File: src/rtl/alu_exec_unit.sv
// alu_exec_unit -- EX-stage integer execute unit with valid/ready on both sides.
//   Decodes alu_op/funct7/funct3 internally. Add/sub/logic/shift/compare finish
//   in one cycle; multiply/divide iterate one bit per cycle in the BUSY state.
//   Optional feature macro: ALU_EXEC_MDU_EN (M-extension mul/div/rem). With the
//   macro undefined those encodings decode as illegal and no BUSY path exists.
// Ports:
//   clk, rst_n     clock, synchronous active-low reset
//   flush          abort the in-flight op (wins over every other event)
//   in_valid/ready operation handshake
//   alu_op, funct7, funct3, is_word, src_a, src_b   operation and operands
//   out_valid/ready result handshake
//   result, illegal  result (0 when illegal) and undecodable-op flag
module alu_exec_unit #(
    parameter int XLEN     = 64,
    parameter int WORD_OPS = 1
) (
    input  logic            clk,
    input  logic            rst_n,
    input  logic            flush,
    input  logic            in_valid,
    output logic            in_ready,
    input  logic [1:0]      alu_op,
    input  logic [6:0]      funct7,
    input  logic [2:0]      funct3,
    input  logic            is_word,
    input  logic [XLEN-1:0] src_a,
    input  logic [XLEN-1:0] src_b,
    output logic            out_valid,
    input  logic            out_ready,
    output logic [XLEN-1:0] result,
    output logic            illegal
);
    localparam int SHW     = $clog2(XLEN);
    localparam bit WORD_EN = (XLEN == 64) && (WORD_OPS != 0);

    typedef enum logic [1:0] {IDLE, BUSY, DONE} state_e;
    typedef enum logic [4:0] {
        OP_ADD, OP_SUB, OP_SLL, OP_SLT, OP_SLTU, OP_XOR, OP_SRL, OP_SRA, OP_OR, OP_AND,
        OP_MUL, OP_MULH, OP_MULHSU, OP_MULHU, OP_DIV, OP_DIVU, OP_REM, OP_REMU, OP_ILL
    } op_e;

    function automatic logic [XLEN-1:0] sext32(input logic [31:0] x);
        return XLEN'($signed(x));
    endfunction

    state_e          state_q, state_d;
    logic [XLEN-1:0] result_q, result_d;
    logic            illegal_q, illegal_d;
    logic            accept, word_in;
    op_e             op_dec;
    logic [XLEN-1:0] a_s, b_s, a_z, b_z, alu_raw, alu_res;
    logic [SHW-1:0]  shamt;

    assign word_in = WORD_EN && is_word;

    // Decode. M-ops only exist when the multiply/divide unit is built.
    always_comb begin
        // NOTE: every combinational output gets a default first so no path infers a latch.
        op_dec = OP_ILL;
        case (alu_op)
            2'b00: op_dec = OP_ADD;
            2'b01: op_dec = OP_SUB;
            2'b10: begin
                case (funct7)
                    7'b0000000: begin
                        case (funct3)
                            3'b000: op_dec = OP_ADD;
                            3'b001: op_dec = OP_SLL;
                            3'b010: op_dec = OP_SLT;
                            3'b011: op_dec = OP_SLTU;
                            3'b100: op_dec = OP_XOR;
                            3'b101: op_dec = OP_SRL;
                            3'b110: op_dec = OP_OR;
                            default: op_dec = OP_AND;
                        endcase
                    end
                    7'b0100000: begin
                        if (funct3 == 3'b000) op_dec = OP_SUB;
                        else if (funct3 == 3'b101) op_dec = OP_SRA;
                    end
`ifdef ALU_EXEC_MDU_EN
                    7'b0000001: begin
                        case (funct3)
                            3'b000: op_dec = OP_MUL;
                            3'b001: op_dec = OP_MULH;
                            3'b010: op_dec = OP_MULHSU;
                            3'b011: op_dec = OP_MULHU;
                            3'b100: op_dec = OP_DIV;
                            3'b101: op_dec = OP_DIVU;
                            3'b110: op_dec = OP_REM;
                            default: op_dec = OP_REMU;
                        endcase
                        // High-half multiplies have no word form.
                        if (word_in && funct3 inside {3'b001, 3'b010, 3'b011}) op_dec = OP_ILL;
                    end
`endif
                    default: ;
                endcase
            end
            default: begin
                // I-type: funct7[5] alone picks srai; the other bits carry shamt.
                case (funct3)
                    3'b000: op_dec = OP_ADD;
                    3'b001: op_dec = OP_SLL;
                    3'b010: op_dec = OP_SLT;
                    3'b011: op_dec = OP_SLTU;
                    3'b100: op_dec = OP_XOR;
                    3'b101: op_dec = funct7[5] ? OP_SRA : OP_SRL;
                    3'b110: op_dec = OP_OR;
                    default: op_dec = OP_AND;
                endcase
            end
        endcase
    end

    // Single-cycle datapath. Word ops use sign- or zero-extended low halves so
    // compares and right shifts see 32-bit values; the result is re-extended.
    always_comb begin
        a_s   = word_in ? sext32(src_a[31:0]) : src_a;
        b_s   = word_in ? sext32(src_b[31:0]) : src_b;
        a_z   = word_in ? XLEN'(src_a[31:0]) : src_a;
        b_z   = word_in ? XLEN'(src_b[31:0]) : src_b;
        shamt = word_in ? SHW'(src_b[4:0]) : src_b[SHW-1:0];
        case (op_dec)
            OP_ADD:  alu_raw = src_a + src_b;
            OP_SUB:  alu_raw = src_a - src_b;
            OP_SLL:  alu_raw = src_a << shamt;
            OP_SLT:  alu_raw = XLEN'($signed(a_s) < $signed(b_s));
            OP_SLTU: alu_raw = XLEN'(a_z < b_z);
            OP_XOR:  alu_raw = src_a ^ src_b;
            OP_SRL:  alu_raw = a_z >> shamt;
            OP_SRA:  alu_raw = XLEN'($signed(a_s) >>> shamt);
            OP_OR:   alu_raw = src_a | src_b;
            OP_AND:  alu_raw = src_a & src_b;
            default: alu_raw = '0;
        endcase
        alu_res = word_in ? sext32(alu_raw[31:0]) : alu_raw;
    end

`ifdef ALU_EXEC_MDU_EN
    op_e               op_q, op_d;
    logic              word_q, word_d, neg_q, neg_d, special_q, special_d;
    logic [SHW-1:0]    cnt_q, cnt_d;
    logic [XLEN-1:0]   acc_q, acc_d, sh_q, sh_d, opnd_q, opnd_d;
    logic              a_sgn, b_sgn, a_neg, b_neg, dec_div, special_in, busy_div, last_iter;
    logic [XLEN-1:0]   xa, xb, a_mag, b_mag, min_val, special_val;
    logic [XLEN:0]     mul_sum, div_r, div_diff;
    logic [XLEN-1:0]   acc_n, sh_n, quo, rem, mdu_res;
    logic [2*XLEN-1:0] prod;

    // Operand preparation: magnitudes for an unsigned core, plus the two
    // corner cases whose answers are fixed up front and replayed at the end.
    always_comb begin
        a_sgn   = op_dec inside {OP_MULH, OP_MULHSU, OP_DIV, OP_REM};
        b_sgn   = op_dec inside {OP_MULH, OP_DIV, OP_REM};
        dec_div = op_dec inside {OP_DIV, OP_DIVU, OP_REM, OP_REMU};
        xa      = a_sgn ? a_s : a_z;
        xb      = b_sgn ? b_s : b_z;
        a_neg   = a_sgn && xa[XLEN-1];
        b_neg   = b_sgn && xb[XLEN-1];
        a_mag   = a_neg ? -xa : xa;
        b_mag   = b_neg ? -xb : xb;
        min_val = word_in ? sext32(32'h8000_0000) : {1'b1, {(XLEN-1){1'b0}}};
        special_in  = 1'b0;
        special_val = '0;
        if (dec_div && xb == '0) begin
            special_in  = 1'b1;
            special_val = (op_dec inside {OP_DIV, OP_DIVU}) ? '1 : (word_in ? sext32(src_a[31:0]) : src_a);
        end else if ((op_dec inside {OP_DIV, OP_REM}) && xa == min_val && xb == '1) begin
            special_in  = 1'b1;
            special_val = (op_dec == OP_DIV) ? xa : '0;
        end
    end

    // One iteration: shift-add multiply ({acc,sh} shifts right) or restoring
    // divide ({acc,sh} shifts left, quotient bits enter at sh[0]).
    always_comb begin
        busy_div  = op_q inside {OP_DIV, OP_DIVU, OP_REM, OP_REMU};
        last_iter = cnt_q == (word_q ? SHW'(31) : SHW'(XLEN - 1));
        mul_sum   = {1'b0, acc_q} + (sh_q[0] ? {1'b0, opnd_q} : '0);
        div_r     = {acc_q, sh_q[XLEN-1]};
        div_diff  = div_r - {1'b0, opnd_q};
        if (busy_div) begin
            acc_n = div_diff[XLEN] ? div_r[XLEN-1:0] : div_diff[XLEN-1:0];
            sh_n  = {sh_q[XLEN-2:0], ~div_diff[XLEN]};
        end else begin
            acc_n = mul_sum[XLEN:1];
            sh_n  = {mul_sum[0], sh_q[XLEN-1:1]};
        end
        prod = neg_q ? -{acc_n, sh_n} : {acc_n, sh_n};
        quo  = neg_q ? -sh_n : sh_n;
        rem  = neg_q ? -acc_n : acc_n;
        case (op_q)
            // A 32-iteration word multiply leaves its product in the top half of sh.
            OP_MUL:                       mdu_res = word_q ? sext32(prod[XLEN-1 -: 32]) : prod[XLEN-1:0];
            OP_MULH, OP_MULHSU, OP_MULHU: mdu_res = prod[2*XLEN-1:XLEN];
            OP_DIV, OP_DIVU:              mdu_res = word_q ? sext32(quo[31:0]) : quo;
            default:                      mdu_res = word_q ? sext32(rem[31:0]) : rem;
        endcase
        if (special_q) mdu_res = result_q;
    end
`endif

    // Next-state and datapath-load logic.
    always_comb begin
        state_d   = state_q;
        result_d  = result_q;
        illegal_d = illegal_q;
        accept    = in_valid && in_ready;
`ifdef ALU_EXEC_MDU_EN
        op_d = op_q; word_d = word_q; neg_d = neg_q; special_d = special_q;
        cnt_d = cnt_q; acc_d = acc_q; sh_d = sh_q; opnd_d = opnd_q;
`endif
        if (flush) begin
            state_d = IDLE;
        end else begin
            case (state_q)
`ifdef ALU_EXEC_MDU_EN
                BUSY: begin
                    acc_d = acc_n;
                    sh_d  = sh_n;
                    cnt_d = cnt_q + SHW'(1);
                    if (last_iter) begin
                        state_d  = DONE;
                        result_d = mdu_res;
                    end
                end
`endif
                DONE:    if (out_ready) state_d = IDLE;
                default: ;
            endcase
            // Acceptance is possible from IDLE or from a DONE that is draining.
            if (accept) begin
                state_d   = DONE;
                result_d  = alu_res;
                illegal_d = (op_dec == OP_ILL);
`ifdef ALU_EXEC_MDU_EN
                op_d   = op_dec;
                word_d = word_in;
                cnt_d  = '0;
                if (op_dec inside {OP_MUL, OP_MULH, OP_MULHSU, OP_MULHU, OP_DIV, OP_DIVU, OP_REM, OP_REMU}) begin
                    state_d   = BUSY;
                    acc_d     = '0;
                    neg_d     = (op_dec inside {OP_REM, OP_REMU}) ? a_neg : (a_neg ^ b_neg);
                    special_d = special_in;
                    result_d  = special_val;
                    if (dec_div) begin
                        sh_d   = a_mag << (word_in ? XLEN - 32 : 0);
                        opnd_d = b_mag;
                    end else begin
                        sh_d   = b_mag;
                        opnd_d = a_mag;
                    end
                end
`endif
            end
        end
    end

    // State register.
    always_ff @(posedge clk) begin
        // NOTE: sequential state uses non-blocking assignments so every flop samples pre-edge values.
        if (!rst_n) begin
            state_q   <= IDLE;
            result_q  <= '0;
            illegal_q <= 1'b0;
`ifdef ALU_EXEC_MDU_EN
            op_q <= OP_ADD; word_q <= 1'b0; neg_q <= 1'b0; special_q <= 1'b0;
            cnt_q <= '0; acc_q <= '0; sh_q <= '0; opnd_q <= '0;
`endif
        end else begin
            state_q   <= state_d;
            result_q  <= result_d;
            illegal_q <= illegal_d;
`ifdef ALU_EXEC_MDU_EN
            op_q <= op_d; word_q <= word_d; neg_q <= neg_d; special_q <= special_d;
            cnt_q <= cnt_d; acc_q <= acc_d; sh_q <= sh_d; opnd_q <= opnd_d;
`endif
        end
    end

    // Outputs.
    always_comb begin
        in_ready  = rst_n && !flush && ((state_q == IDLE) || ((state_q == DONE) && out_ready));
        out_valid = (state_q == DONE) && !flush;
        result    = result_q;
        illegal   = illegal_q;
    end
endmodule

File: config.mk
export PLATFORM = sky130hd
export DESIGN_NAME = alu_exec_unit
export DESIGN_NICKNAME = d
export VERILOG_FILES = /design/src/rtl/alu_exec_unit.sv
export SDC_FILE = /design/constraint.sdc
export NUM_CORES = 2
export LEC_CHECK = 0
export ABC_AREA = 1
export BUFFER_PORTS_ARGS = -buffer_cell sky130_fd_sc_hd__buf_2
export CORE_ASPECT_RATIO = 0.6
export CORE_MARGIN = 10
export CORE_UTILIZATION = 45
export CTS_CLUSTER_SIZE = 16
export DETAILED_ROUTE_END_ITERATION = 7
export HOLD_SLACK_MARGIN = 0.1
export PLACE_DENSITY = 0.69
export REMOVE_ABC_BUFFERS = 1
export SYNTH_ARGS = -nofsm -noshare
export SYNTH_HDL_FRONTEND = slang
export SYNTH_SLANG_ARGS = --single-unit
File: constraint.sdc
create_clock -name clk -period 6.7 [get_ports clk]
set_clock_uncertainty 0.15 [all_clocks]
set_input_delay 0 -clock clk [delete_from_list [all_inputs] [get_ports clk]]
set_output_delay 0 -clock clk [all_outputs]
set_load 0.01 [all_outputs]
==> impl_metrics.yaml <==
logic_synthesis:
  synth_edf_count: 0
  synth_cell_types: 54
  synthCells: 5455
  synthesis.area_mm2: 0.02771
  synth_area_leaders: "nand2_1, nand3_1, ha_1, inv_1, nor2_1"
  yosysMostFrequentCell: "nand2_1"
  avgSynthCellArea_um2: 5.079
  synth_top_area_share_pct: 24.87
  synthArstFlopShare_pct: 0
  ys_seq_area_share_pct: 4.769
  yosys_warnings: 0
  synth_seq_cells: 66
  synth_top_area_cell: "nand2_1"
  synth_commonest_cells: "nand2_1, nand3_1, inv_1"
  ys.flop_type: "dfxtp_1"
clock_network:
  numCtsBuffers: 9
  cts_resized: 0
  hold_buffers: 3
  clk_latency_ps: 380
  clock_sinks: 66
  ctsLongestPathBuffers: 2
  post_cts_buffers: 0
  cts_tree: "done"
  clkTransAtPathRegs_ps: 60
  htree_num_levels: 3
  root_buffer: "clkbuf_16"
routing:
  routed_wl_um: 183900
  routed.top_layer: "met5"
  vias: 40950
  viasPerCell: 6.502
  route.detailed.drc: 36
  dr_wl_met3_um: 37050
  wl_met1_um: 71830
  routedWlPerCell_um: 29.20
  ant_nets: 0
  met2_length_um: 61340
  drtIter0Drc: 7876
  dr.pass1.iters: 8
grt:
  grt_pass1_wl_um: 253400
  grt_antenna_before_repair: 9
  grt_pass1_vias: 35200
  track_usage_pct: 47.69
  grt.overflow.total: 0
  grt_max_degree: 154
timing:
  rsz0062_at_grt: "false"
  hold_viol_final: 0
  layout_min_cycle_time_ps: 5594
  fin_ws_ps: 1106
  finalSetupTns_ps: 0
  slew_viol_final: 0
  tightest_slew_ps: 1435
  fmax_mhz: 178.8
  min_period_over_period_pct: 83.49
  setup_viol: 0
  slew_headroom_pct: 3.320
place:
  port_buffers: 212
  placed_area_mm2: 0.02903
  pre_cts_ws_ps: 1317
  gp_congestion: 1.209
  post-dp-hpwl_um: 148200
cells_and_area:
  nets: 5888
  final_area_mm2: 0.02944
  drive_gt1_share_pct: 6.449
  fillers: 7018
  post-route-util_pct: 48.30
  areaGrowthSynthToFinish_pct: 6.273
power_and_ir_drop:
  pwr_density_cell_mw_per_mm2: 142.0
  combPwrFrac_pct: 74.8
  p_leak_nw: 16.19
  p_sw_w: 0.002605
  swShare_pct: 62.28
  pwr-share-seq_pct: 10.2
  clock_power_share_pct: 15.0
  ir_drop_mv: 0.09481
  p_int_w: 0.001578
die:
  ios: 213
  coreArea_mm2: 0.06096
  die_area_mm2: 0.07222
  core.rowCount: 70
  die_width_um: 340.3
  die_h_um: 212.2
  start_util_pct: 45.45
critical_path:
  cp-start-kind: "input port"
  worstSetupEndpointType: "register"
  rr_endpoint: "result[51]"
  slowest_delay_ps: 660
  ff2ff_path_depth: 10
  crit_required_ps: 6810
  cp_max_fo: 32
  cp_common_cell: "nand2_1"
  reg2reg_slack_ps: 3930
  slowest_stage: "nor2_2"
  critPathKind: "input port to register"
  r2r-start: "state_q[1]"
  arrival_ps: 5710
worst_hold_path:
  worstHoldPathType: "input port to output pin"
  hold_depth: 3
  worstHoldStart: "flush"
  min_to: "out_valid"
status:
  violations: "DRC"
  status: "complete, but fails checks"
job:
  maxCapViolations: 0
[worst max-delay path by stage]
stage,from,to,slack [ps],cells after the start
6_report,src_b[0],result[37],1110,25
5_1_grt,src_b[0],result[48],1020,26
4_1_cts,src_b[0],result[37],1680,25
3_5_place_dp,src_b[0],result[51],1320,26
3_3_place_gp,src_b[0],result[37],1280,25
2_1_floorplan,src_b[1],result[37],830,24
[registers in the layout, indices dropped and copies added, names as in the netlist]
register	flops
result	64
illegal	1
state_q	1
[power by group through the flow]
stage / registers (W) / logic [W] / clock network, W
finish: 0.000427 / 0.00313 / 0.000627
detailed placement: 0.000435 / 0.00286 / 0
CTS: 0.000426 / 0.00288 / 0.000619
global route: 0.000427 / 0.00323 / 0.000630
floorplan: 0.000438 / 0.00164 / 0
global placement: 0.000434 / 0.00286 / 0
[critical path, delay by kind of cell]
| family | cells | cell delay [ps] |
|---|---|---|
| compound gates | 3 | 830 |
| xor+xnor | 2 | 460 |
| fa+ha+maj | 1 | 330 |
| buf+inv | 3 | 730 |
| simple gates | 16 | 3300 |
[routing by layer]
| metal | vias to the layer above | global-route usage, % |
|---|---|---|
| li1 | 17870 | - |
| met3 | 592 | 28.72 |
| met1 | 18610 | 62.52 |
| met4 | 14 | 26.44 |
| met2 | 3871 | 57.00 |
| met5 | - | 6.233 |
[area by class of cell]
cell class / count / area [um^2] / share of cell area (%)
clock buffer: 10 / 239.0 / 0.8117
tap: 828 / 1036 / 3.519
multi-input combinational: 4557 / 23070 / 78.34
inverter: 546 / 2062 / 7.003
clock inverter: 6 / 112.6 / 0.3825
antenna: 12 / 30.03 / 0.1020
sequential: 66 / 1321 / 4.488
timing repair buffer: 273 / 1577 / 5.354
[layout by cell type, fill, tap and decap left out, types with 15 or more instances in the layout]
| master | instances |
|---|---|
| buf_2 | 207 |
| nand4_1 | 60 |
| o21bai_1 | 23 |
| or2_2 | 18 |
| dfxtp_1 | 66 |
| o21a_1 | 36 |
| o21ai_0 | 155 |
| ha_1 | 288 |
| a21oi_1 | 255 |
| nor3_1 | 36 |
| nand3_1 | 1188 |
| nor2_1 | 420 |
| buf_4 | 60 |
| o21ai_1 | 15 |
| xor2_1 | 63 |
| nand3b_1 | 16 |
| nand2_1 | 1835 |
| o211ai_1 | 34 |
| inv_1 | 530 |
[kinds of logic after synthesis]
| kind of cell | Yosys count | synth area share, % |
|---|---|---|
| AOI/OAI and AO/OA | 559 | 11.27 |
| muxes | 1 | 0.03613 |
| buffers and inverters | 832 | 12.05 |
| DFF | 66 | 4.769 |
| and+or+nand+nor | 3633 | 56.42 |
| xor gates and xnor gates | 75 | 2.371 |
| adders and majority gates | 289 | 13.08 |
[per-stage QoR]
| stage | total power, W | instances | hold slack [ps] |
|---|---|---|---|
| floorplan | 0.002078 | 5169 | -102.5 |
| global placement | 0.003293 | 6267 | 86.99 |
| detailed placement | 0.003297 | 6267 | 102.2 |
| CTS | 0.003921 | 6286 | 104.1 |
| global route | 0.004290 | 6289 | 125.4 |
| finish | 0.004182 | 6298 | 102.7 |
Power figures use the tool's default switching activity.
